<file path="src/rtl/dl_pkg.sv">
`default_nettype none
// ============================================================================
// Module      : dl_pkg
// Description : Shared types and constants for the download/boot sequencer:
//               sequencer state encoding, ioctl index map, game identifiers.
// Revision    : 1.0 - initial release
// ============================================================================
package dl_pkg;

    // Sequencer states: explicit 2-bit encoding
    typedef enum logic [1:0] {
        HOLD   = 2'd0,
        LOAD   = 2'd1,
        SETTLE = 2'd2,
        RUN    = 2'd3
    } dl_state_t;

    // ioctl_index destination map
    localparam logic [7:0] IDX_ROM = 8'd0;
    localparam logic [7:0] IDX_MOD = 8'd1;
    localparam logic [7:0] IDX_DIP = 8'd254;

    // mod value meaning "no game selected yet"
    localparam logic [7:0] MOD_NONE = 8'hFF;

    // Game identifiers carried in the mod byte
    localparam logic [7:0] GAME_BATTLEZONE = 8'd0;
    localparam logic [7:0] GAME_BRADLEY    = 8'd1;
    localparam logic [7:0] GAME_REDBARON   = 8'd2;

    // Saturating increment: an oversized ROM must never wrap back to a
    // count that happens to match the expected size.
    function automatic logic [24:0] sat_inc(input logic [24:0] v);
        return (&v) ? v : v + 25'd1;
    endfunction

endpackage
`default_nettype wire

</file>
<file path="src/rtl/dl_sequencer_rst_stretch.sv">
`default_nettype none
// ============================================================================
// Module      : rst_stretch
// Description : Loadable down-counter that times the core-reset stretch.
//               load reloads RST_CYCLES-1, en decrements until zero,
//               done flags a zero count.
// Revision    : 1.0 - initial release
// ============================================================================
module rst_stretch #(
    parameter int RST_CYCLES = 1024
) (
    input  logic clk_sys,
    input  logic reset,
    input  logic load,
    input  logic en,
    output logic done
);

    localparam int              CW       = (RST_CYCLES > 2) ? $clog2(RST_CYCLES) : 1;
    localparam logic [CW-1:0]   C_RELOAD = CW'(RST_CYCLES - 1);

    logic [CW-1:0] r_count;

    // Reload has priority; otherwise count down and park at zero
    always_ff @(posedge clk_sys or posedge reset) begin
        if (reset) begin
            r_count <= '0;
        end else if (load) begin
            r_count <= C_RELOAD;
        end else if (en && (r_count != '0)) begin
            r_count <= r_count - CW'(1);
        end
    end

    assign done = (r_count == '0);

endmodule
`default_nettype wire

</file>
<file path="src/rtl/dl_sequencer.sv">
`default_nettype none
// ============================================================================
// Module      : dl_sequencer
// Description : Routes hps_io ioctl bytes to ROM / mod / DIP destinations,
//               holds the core in reset during downloads and stretches the
//               reset afterwards. core_reset is a single registered output.
// Revision    : 1.0 - initial release
// ============================================================================
module dl_sequencer
    import dl_pkg::*;
#(
    parameter int          RST_CYCLES = 1024,
    parameter logic [24:0] ROM_BYTES  = 25'h10000
) (
    input  logic        clk_sys,
    input  logic        reset,
    input  logic        ioctl_download,
    input  logic        ioctl_wr,
    input  logic [24:0] ioctl_addr,
    input  logic [7:0]  ioctl_dout,
    input  logic [7:0]  ioctl_index,
    input  logic        user_rst,
    output logic        rom_wr,
    output logic [24:0] rom_addr,
    output logic [7:0]  rom_data,
    output logic [7:0]  mod,
    output logic [63:0] dsw,
    output logic        core_reset,
    output logic        rom_ok
);

    dl_state_t   r_state;
    logic [7:0]  r_cur_idx;
    logic [24:0] r_byte_cnt;

    logic        w_enter_load;
    logic        w_wr_ok;
    logic        w_rom_hit;
    logic        w_mod_hit;
    logic        w_dip_hit;
    logic        w_dl_end;
    logic        w_stretch_load;
    logic        w_stretch_en;
    logic        w_stretch_done;
    logic [24:0] w_cnt_next;

    // A rising download pre-empts every other state; LOAD itself stays put
    assign w_enter_load = ioctl_download && (r_state != LOAD);

    // Byte decode uses the live index; writes count only while in LOAD
    assign w_wr_ok   = (r_state == LOAD) && ioctl_wr;
    assign w_rom_hit = w_wr_ok && (ioctl_index == IDX_ROM);
    assign w_mod_hit = w_wr_ok && (ioctl_index == IDX_MOD);
    assign w_dip_hit = w_wr_ok && (ioctl_index == IDX_DIP) && (ioctl_addr[24:3] == 22'd0);

    // Count including the byte of this cycle, so a write coincident with
    // the falling download edge is part of the size check.
    assign w_cnt_next = w_rom_hit ? sat_inc(r_byte_cnt) : r_byte_cnt;

    assign w_dl_end = (r_state == LOAD) && !ioctl_download;

    // Stretch starts at download end, or on user reset from RUN/SETTLE
    // (a simultaneous download wins, so user_rst is masked by it).
    assign w_stretch_load = w_dl_end ||
                            (!ioctl_download && user_rst &&
                             ((r_state == RUN) || (r_state == SETTLE)));
    assign w_stretch_en   = (r_state == SETTLE);

    rst_stretch #(
        .RST_CYCLES (RST_CYCLES)
    ) u_rst_stretch (
        .clk_sys (clk_sys),
        .reset   (reset),
        .load    (w_stretch_load),
        .en      (w_stretch_en),
        .done    (w_stretch_done)
    );

    // Sequencer state machine with registered byte routing and core reset
    always_ff @(posedge clk_sys or posedge reset) begin
        if (reset) begin
            r_state    <= HOLD;
            r_cur_idx  <= IDX_ROM;
            r_byte_cnt <= '0;
            rom_wr     <= 1'b0;
            rom_addr   <= '0;
            rom_data   <= '0;
            mod        <= MOD_NONE;
            dsw        <= '0;
            core_reset <= 1'b1;
            rom_ok     <= 1'b0;
        end else begin
            rom_wr     <= w_rom_hit;
            r_byte_cnt <= w_cnt_next;
            core_reset <= (r_state != RUN);

            if (w_rom_hit) begin
                rom_addr <= ioctl_addr;
                rom_data <= ioctl_dout;
            end
            if (w_mod_hit) begin
                mod <= ioctl_dout;
            end
            if (w_dip_hit) begin
                dsw[{ioctl_addr[2:0], 3'b000} +: 8] <= ioctl_dout;
            end

            if (w_enter_load) begin
                r_state   <= LOAD;
                r_cur_idx <= ioctl_index;
                if (ioctl_index == IDX_ROM) begin
                    r_byte_cnt <= '0;
                end
            end else begin
                case (r_state)
                    LOAD: begin
                        if (!ioctl_download) begin
                            // Only a ROM download re-judges ROM validity
                            if (r_cur_idx == IDX_ROM) begin
                                rom_ok <= (w_cnt_next == ROM_BYTES);
                            end
                            r_state <= SETTLE;
                        end
                    end
                    SETTLE: begin
                        // A held user_rst keeps reloading the stretch
                        if (!user_rst && w_stretch_done) begin
                            r_state <= rom_ok ? RUN : HOLD;
                        end
                    end
                    RUN: begin
                        if (user_rst) begin
                            r_state <= SETTLE;
                        end
                    end
                    default: begin
                        r_state <= r_state;
                    end
                endcase
            end
        end
    end

endmodule
`default_nettype wire

</file>
<file path="config.mk">
export PLATFORM = sky130hd
export DESIGN_NAME = dl_sequencer
export DESIGN_NICKNAME = d
export VERILOG_FILES = /design/src/rtl/dl_pkg.sv /design/src/rtl/dl_sequencer_rst_stretch.sv /design/src/rtl/dl_sequencer.sv
export SDC_FILE = /design/constraint.sdc
export NUM_CORES = 1
export LEC_CHECK = 0
export ABC_AREA = 1
export BUFFER_PORTS_ARGS = -buffer_cell sky130_fd_sc_hd__buf_2
export CAP_MARGIN = 20
export CORE_MARGIN = 2
export CORE_UTILIZATION = 40
export DETAILED_ROUTE_END_ITERATION = 8
export GPL_TIMING_DRIVEN = 0
export HOLD_SLACK_MARGIN = 0.1
export PLACE_DENSITY = 0.71
export SYNTH_ARGS = -nofsm -noshare
export SYNTH_HDL_FRONTEND = slang
export SYNTH_HIERARCHICAL = 1
export SYNTH_SLANG_ARGS = --single-unit
</file>
<file path="constraint.sdc">
create_clock -name clk_sys -period 10.4 [get_ports clk_sys]
set_input_delay 1.04 -clock clk_sys [delete_from_list [all_inputs] [get_ports clk_sys]]
set_output_delay 1.04 -clock clk_sys [all_outputs]
set_load 0.05 [all_outputs]
</file>
* Word level (Yosys, flattened, before mapping)
Index checks and enable logic that the tools add are counted.
Word-level totals: input port bits 46, ROM bits 0, latch bits 0, output and inout bits 108, memories kept 0, logic and storage cells 67, RAM bits 0, register bits 153
Operators by class: $add $sub $neg 3, shift-type cells 2, eq/ne operators 11, multiplexer cells 13, order comparisons 0, multiply operators 0, reductions and logical operators 25, bitwise gates (word level) 2, div/mod/pow operators 0
Operators by type and width (count):
- $mux 25 | 4
- $bwmux 64 | 1
- $shift 8x8->64 const A | 1
- $shiftx 8x8->64 | 1
- $add 25x1->25 const B | 1
- $eq 25x17->1 const B | 1
- $reduce_and 25->1 | 1
- $logic_not 22->1 | 1
- $mux 10 | 2
- $logic_not 8->1 | 2
- $logic_and 1x1->1 | 11
- $logic_not 10->1 | 1
- $mux 2 | 5
- $reduce_bool 10->1 | 1
- $sub 10x1->10 const B | 1
- $ne 3x3->1 const B | 3
- $eq 8x1->1 const B | 1
- $eq 8x8->1 const B | 1
- $neg 6->8 | 1
- $reduce_and 4->1 | 2
- $pmux 2 s3 | 1
- $eq 2x2->1 const B | 2
- $reduce_bool 4->1 | 1
- $eq 2x1->1 const B | 1
- other kinds (6) | 9

* Longest topological paths before layout
Gate-level depths: netlist of the first run.
depth in word-level cells 6, depth in mapped cells 16, depth with buffers taken out 15

* Hierarchy
The synthesis of the first run kept the hierarchy.
By module, submodules not included:
- dl_sequencer | seq. area each 3589.7 µm², instances 1, area each 6914.1 µm², cells an instance 842
- rst_stretch | seq. area each 250.2 µm², instances 1, area each 681.9 µm², cells an instance 93

* Worst setup path before layout of the first run
No wires, ideal clock.
kind input to register, from in ioctl_addr[0], to reg dsw[24], slack 7.505 ns, setup time 0.120 ns, cell stages on the path 10, required time 10.280 ns, path buffers 2, arrival time 2.775 ns, cell sequence inv_1 ha_1 ha_1 clkbuf_1 clkinv_1 nor3_2 nand2_2 buf_6 nand2_1 o21ai_2
On the way: cells in the longest elaborated chain, start to end 3, elaborated cells between the ends (all ways) 4, classes of those cells add/sub: 1; shift: 2; mux: 1
Ends and longest elaborated chain:
- from (decl) | line dl_sequencer.sv:19 | input logic [24:0] ioctl_addr,
- $neg 6->8 * | line dl_sequencer.sv:105 | dsw[{ioctl_addr[2:0], 3'b000} +: 8] <= ioctl_dout;
- $shiftx 8x8->64 or $shift 8x8->64 (tied branches) | line dl_sequencer.sv:105
- $bwmux 64 * | line dl_sequencer.sv:105
- to (signal, indexed assignment) | line dl_sequencer.sv:105
- to (decl) | line dl_sequencer.sv:27 | output logic [63:0] dsw,
Mark *: on every way between the ends. The rest lies on a longest branch, timed or not. A chain may end at the register's enable or synchronous reset.

* Worst setup path in the final report of the first run
from in ioctl_addr[0], to reg dsw[25]
Same word-level chain as after synthesis.

==> metrics, run 1 <==
outcome finished clean; final hold vios 0; final setup TNS 0 ns; static leakage 0.00481 uW; Worst Setup Start Kind input pin; Post-synth top flop dfrtp_1; Cells on Worst Hold Path 2; ys async rst share 1.00; Worst Path Max Fanout 10; Port Buffers approximately 150; area of the die roughly 0.020 mm2; synth-to-layout area growth 22.0%; Fillers around 1,800; count of cells along the worst register-to-register path 8; Arr. time, crit path ~3.3 ns; clk_skew 0.00842 ns; Die Ht approximately 140 um; Final setup viols 0; Tot GR Track Use 0.221; antenna viol nets, final 0; Tot Pwr ~1600 uW; syn_area_per_cell 8.12 um2; io pins between 150 and 200; sequential element share of the synthesized area 0.506; Via density around 5; Num CTS Buffers 17; Resize count post-CTS 0; pin slew with the least headroom to its limit between 0.7 and 0.8 ns; CP required ~11 ns; Total Nets Final between 1,000 and 1,500; Power Dens Cells approximately 170 mW/mm2; Top Family by Delay on Critical Path buffers and inverters; Inst Count DP approximately 1,300; Remaining DRCs 0; gr ovfl total 0; DPL Wire Length 15,700 um; Max Clk Rate around 340 MHz; clock transition at the registers of the reported paths about 0.07 ns; die width about 140 um; initial antenna violation count 1; Inserted Diodes 0; syn_nets between 900 and 1,000; setup repair bufs after CTS 0; first-pass GRT wire length 34,800 um; Synth Warn # 6; relative slew slack 0.482; final period utilization 0.285; peak supply drop 0.000120 V; layout cells sized above 1 0.244; synthesized instance count around 940; H-tree depth 4; Critical-path top delay cell nor3_2; max-cap check violation count 0; Hold Crit Class reg2reg; critical path class in2reg; TritonRoute pass-1 iters 5; final slew viol count 0; RSZ-0062 raised after global routing no; EDFF count, synth 0; Initial Util 0.407; Layout Cells excl Fill roughly 1,400; first-iteration detailed-routing DRC count ~420; TritonCTS clock tree built; num rows 50; minimum clock period 2.97 ns; root buffer cell clkbuf_16; Worst-Skew Late Latency roughly 0.43 ns; largest net degree at the start of global routing 99; core region area roughly 0.019 mm2; wire length per cell 15.5 um; vias in the first global route around 6,700; CP endpoint kind register; Critical Path Max Stage Delay approximately 0.41 ns; final wirelength about 21,000 um; Synth Register Bits about 150; CTS max path bufs 2; hold_buf cts 0; Critical Path, Cell by Cell buf_2, inv_1, ha_1, ha_1, clkbuf_1, clkinv_1, nor3_2, nand2_2, buf_6, nand2_1, o21ai_2; vias post-DR around 7,000; Critical Path Stages 11; GPL Wtd Cong 0.892; CP Buf/Inv Count 5; Synth cell types 39; Clock Sinks roughly 150; cell area after technology mapping 0.00760 mm2; crit-path most repeated cell ha_1
## per-stage QoR
| step | worst slack, ns | util | instance area (um2) | hold WS (ns) |
|---|---|---|---|---|
| final | 7.43 | 0.497 | 9270 | 0.468 |
| after global routing | 7.25 | 0.497 | 9270 | 0.494 |
| after CTS | 7.44 | 0.497 | 9270 | 0.474 |
| after detailed placement | 6.99 | 0.466 | 8690 | 0.459 |
| after global placement | 3.67 | 0.464 | 8650 | 0.449 |
| after floorplan | 5.54 | - | 7600 | 0.434 |
## Yosys cell counts, types with 5 or more instances
| cell type | number | area [um2] |
|---|---|---|
| nand2_1 | 277 | 1040 |
| o21ai_2 | 21 | 184 |
| nor3_1 | 10 | 50.1 |
| nand2_2 | 13 | 81.3 |
| dfrtp_1 | 144 | 3600 |
| xor2_1 | 5 | 43.8 |
| nor2_4 | 8 | 90.1 |
| o21ai_0 | 70 | 350 |
| clkbuf_1 | 13 | 48.8 |
| a21oi_1 | 11 | 55.1 |
| o31ai_1 | 11 | 82.6 |
| nand4_1 | 30 | 188 |
| buf_2 | 8 | 40.0 |
| nor2_1 | 87 | 327 |
| dfstp_2 | 9 | 236 |
| nor2_2 | 5 | 31.3 |
| nand3_1 | 61 | 305 |
| inv_1 | 90 | 338 |
| o21ai_1 | 11 | 55.1 |
| o41ai_1 | 8 | 70.1 |
## cells in the final DEF (no fill, tap or decap), types with 13 or more instances in the layout
cell type / count
nand3_1: 61
o21ai_2: 21
nand4_1: 30
clkbuf_1: 15
inv_1: 89
o21ai_0: 70
buf_2: 161
dfrtp_1: 144
nor2_1: 87
clkbuf_16: 17
nand2_2: 13
nand2_1: 277
## path summary, 6_finish.rpt
path	from	to	slack [ns]
worst max-delay path	ioctl_addr[0]	dsw[25]	7.43
worst min-delay path	r_cur_idx[0]	r_cur_idx[0]	0.47
worst max register to register	r_state[1]	dsw[22]	7.97
worst min register to register	r_cur_idx[0]	r_cur_idx[0]	0.47
max in group asynchronous	reset	r_byte_cnt[22]	8.92
min in group asynchronous	reset	u_rst_stretch/r_count[5]	0.64
## cell type report
cell class	instances	area, um2	area share
clock buffer	21	460	0.0497
sequential	153	3840	0.414
tap	234	293	0.0316
inverter	96	365	0.0394
clock inverter	11	120	0.0130
buffer	28	153	0.0165
timing repair buffer	154	793	0.0856
multi-input combinational	658	3240	0.350
## report_power, final
part           leakage, uW  total, uW  switching [uW]  internal (uW)
registers          0.00199        686            41.4            645
clock network     0.000279        614             249            365
logic              0.00254        308             209           99.0
total              0.00481       1610             499           1110
## flip-flops by register name, indices dropped and copies added (netlist names)
signal,cells
rom_data,8
r_state,2
rom_ok,1
rom_addr,25
rom_wr,1
u_rst_stretch/r_count,10
dsw,64
core_reset,1
r_byte_cnt,25
r_cur_idx,8
mod,8
## metal layers
metal | wire [um] | track usage | vias up
met5 | 0 | 0 | -
li1 | - | - | 3389
met3 | 1580 | 0.0574 | 30
met1 | 9260 | 0.291 | 3237
met4 | 446 | 0.0779 | 0
met2 | 9780 | 0.354 | 229
## tightest hold or removal path: cells and delay by family (launching register included)
kind             cells  cell delay, ns
DFF                  1            0.34
and+or+nand+nor      2            0.10
## cell families (layout without fill, tap and decap cells)
group	after synthesis	after routing	synth area share
and+or+nand+nor	515	515	0.308
DFF	153	153	0.506
AOI/OAI and AO/OA	133	133	0.106
buffers and inverters	124	310	0.0675
xor gates and xnor gates	6	6	0.00692
adders and majority gates	4	4	0.00659
Power figures use the tool's default switching activity.
==> run 2, diff against run 1 <==
--- a/config.mk
+++ b/config.mk
@@ -13,7 +13,7 @@
 export DETAILED_ROUTE_END_ITERATION = 8
 export GPL_TIMING_DRIVEN = 0
 export HOLD_SLACK_MARGIN = 0.1
-export PLACE_DENSITY = 0.71
+export PLACE_DENSITY = 0.74
 export SYNTH_ARGS = -nofsm -noshare
 export SYNTH_HDL_FRONTEND = slang
 export SYNTH_HIERARCHICAL = 1
==> constraint.sdc (replaced) <==
create_clock -name clk_sys -period 2.59 [get_ports clk_sys]
set_input_delay 0.259 -clock clk_sys [delete_from_list [all_inputs] [get_ports clk_sys]]
set_output_delay 0.259 -clock clk_sys [all_outputs]
set_load 0.05 [all_outputs]
==> metrics, run 2 (synthesis gave the netlist of run 1 again) <==
outcome finished clean; final period utilization 0.899; Worst-Skew Late Latency 0.43 ns (about the same); setup repair bufs after CTS 0 (unchanged); final slew viol count 0 (unchanged); relative slew slack 0.497 (+0.0151); CP required 2.91 ns (-7.81 ns); Int Pwr 4480 uW (+300%); largest net degree at the start of global routing 42 (-58%); Num CTS Buffers 17 (unchanged); CP Buf/Inv Count 3 (-2); final setup TNS 0 ns (unchanged); synth-to-layout area growth 24.6%; wire length per cell 15.6 um (+0.38%); Port Buffers 153 (unchanged); max FFs per register 64 (unchanged); CTS max path bufs 2 (unchanged); layout cells sized above 1 0.245 (+0.000971); Inserted Diodes 0 (unchanged); Worst Path Max Fanout 10 (unchanged); most frequent cells in the layout 277 x nand2_1, 161 x buf_2, 144 x dfrtp_1; RSZ-0062 raised after global routing no; peak supply drop 0.000460 V (+280%); GPL Wtd Cong 0.896 (+0.35%); Seq pwr share 0.420 (-0.007); max layer used met4; Total Nets Final 1,174 (+1.4%); DRT met1 WL 9350 um (+0.93%); Final setup viols 0 (unchanged); Max Clk Rate between 400 and 500 MHz; final wirelength 21,400 um (+1.6%); vias in the first global route 6,780 (+1.0%); Initial Util 0.407 (unchanged); first-pass GRT wire length 34,800 um (-0.14%); routed length on met2 9940 um (+1.6%); Critical-path top delay cell dlygate4sd3_1; Top Family by Delay on Critical Path simple AND/OR/NAND/NOR gates; Clock Sinks 153 (unchanged); DPL Wire Length 15,900 um (+1.8%); Hold Crit Class in2reg; antenna viol nets, final 0 (unchanged); die width 142 um (unchanged); vias post-DR 6,984 (+1.4%); register bank with the most flops dsw; H-tree depth 4 (unchanged); TritonCTS clock tree built; critical path class in2reg; clock transition at the registers of the reported paths 0.07 ns (about the same); Hold Slack 0.112 ns (-0.357 ns); Layout Cells excl Fill 1,371 (+1.2%); Worst Setup Start Kind input pin; TritonRoute pass-1 iters 5 (unchanged); met3 routed WL 1630 um (+3.4%); Remaining DRCs 0 (unchanged); area of the die 0.0201 mm2 (unchanged); io pins 154 (unchanged); static leakage 0.00489 uW (+1.6%); CP endpoint kind register; max-cap check violation count 0 (unchanged); final hold vios 0 (unchanged); root buffer cell clkbuf_16; Tot Pwr 6560 uW (+310%); Util after Layout 0.508 (+0.0106); Die Ht 142 um (unchanged); Tot GR Track Use 0.220 (-0.000321); core region area 0.0186 mm2 (unchanged); pin slew with the least headroom to its limit 0.748 ns (-0.0225 ns); Sw Pwr 2080 uW (+320%); initial antenna violation count 0 (-1); biggest regs dsw: 64 flops, r_byte_cnt: 25 flops, rom_addr: 25 flops; Power Dens Cells 693 mW/mm2 (+300%); first-iteration detailed-routing DRC count 540 (+30%); num rows 50 (unchanged); gr ovfl total 0 (unchanged); Sw Share 0.318 (+0.00708); minimum clock period 2.33 ns; Via density 5.09 (+0.25%); clock share of power 0.388 (+0.006); clk_skew 0.0121 ns (+0.00367 ns); Critical Path, Cell by Cell dlygate4sd3_1, buf_2, nor2_1, nand3_1, nor3_4, and2_1, nand2_1, nor3_2, nand2_2, buf_6, nand2_1, o21ai_2; crit-path most repeated cell nand2_1; combinational power share 0.192 (about the same); commonest non-fill, non-tap cell in the layout nand2_1; Arr. time, crit path 2.65 ns (-0.64 ns); Critical Path Max Stage Delay 0.53 ns (+0.12 ns); Inst Count DP 1,325 (+0.15%)
-- run 2: changes by cell type in the layout (fill, tap and decap cells not counted), moves of 2 or more --
cell | before | now
buf_12 | 0 | 3
clkbuf_1 | 15 | 13
clkinv_2 | 4 | 1
clkinv_4 | 1 | 3
dlygate4sd3_1 | 0 | 14
inv_8 | 0 | 2
-- run 2: worst reg2reg max path: cells and delay by family, from the launching register on --
family	cells	cell delay, ns
AND/OR/NAND/NOR	13	1.26
buffers and inverters	2	0.27
flip-flops	1	0.45
adder cells (fa/ha/maj)	1	0.25
-- run 2: per-stage QoR --
stage / area (um2) / setup slack [ns]
5_1_grt: 9470 / 0.0354
6_report: 9470 / 0.261
3_3_place_gp: 8660 / -0.433
4_1_cts: 9460 / 0.143
3_5_place_dp: 8720 / -0.0650
2_1_floorplan: 7600 / 0.476
-- run 2: final timing paths --
path	startpoint	endpoint	slack, ns	cells after the start
worst min-delay path	ioctl_index[0]	r_cur_idx[0]	0.11	3
worst max register to register	r_byte_cnt[0]	rom_ok	0.30	16
max in group asynchronous	reset	dsw[53]	1.24	5
min in group asynchronous	reset	u_rst_stretch/r_count[2]	0.39	3
worst min register to register	r_cur_idx[5]	r_cur_idx[5]	0.47	2
worst max-delay path	ioctl_addr[20]	dsw[8]	0.26	12
-- run 2: final cells by class --
cell class | count | area, um2
buffer | 28 | 153
timing repair buffer | 170 | 966
sequential | 153 | 3840
clock inverter | 14 | 163
inverter | 96 | 364
fill | 1790 | 9180
tap | 234 | 293
multi-input combinational | 658 | 3250
clock buffer | 18 | 439
-- run 2: power by group through the flow --
stage	Sequential (uW)	Combinational, uW	Clock (uW)
4_1_cts	2750	1270	2580
3_5_place_dp	2790	1240	0
6_report	2750	1260	2540
5_1_grt	2790	1430	2700
2_1_floorplan	2840	871	0
3_3_place_gp	2790	1190	0
-- run 2: per-layer routing --
metal | GRT usage | up-vias
li1 | - | 3432
met5 | 0 | -
met2 | 0.352 | 222
met3 | 0.0668 | 36
met4 | 0.0737 | 0
met1 | 0.287 | 3294
-- run 2: timing repair --
action,4_1_cts,5_1_grt
endpoints found under the setup margin,0,2
endpoints found under the hold margin,40,0
gates resized for setup,0,1
hold buffers,14,0
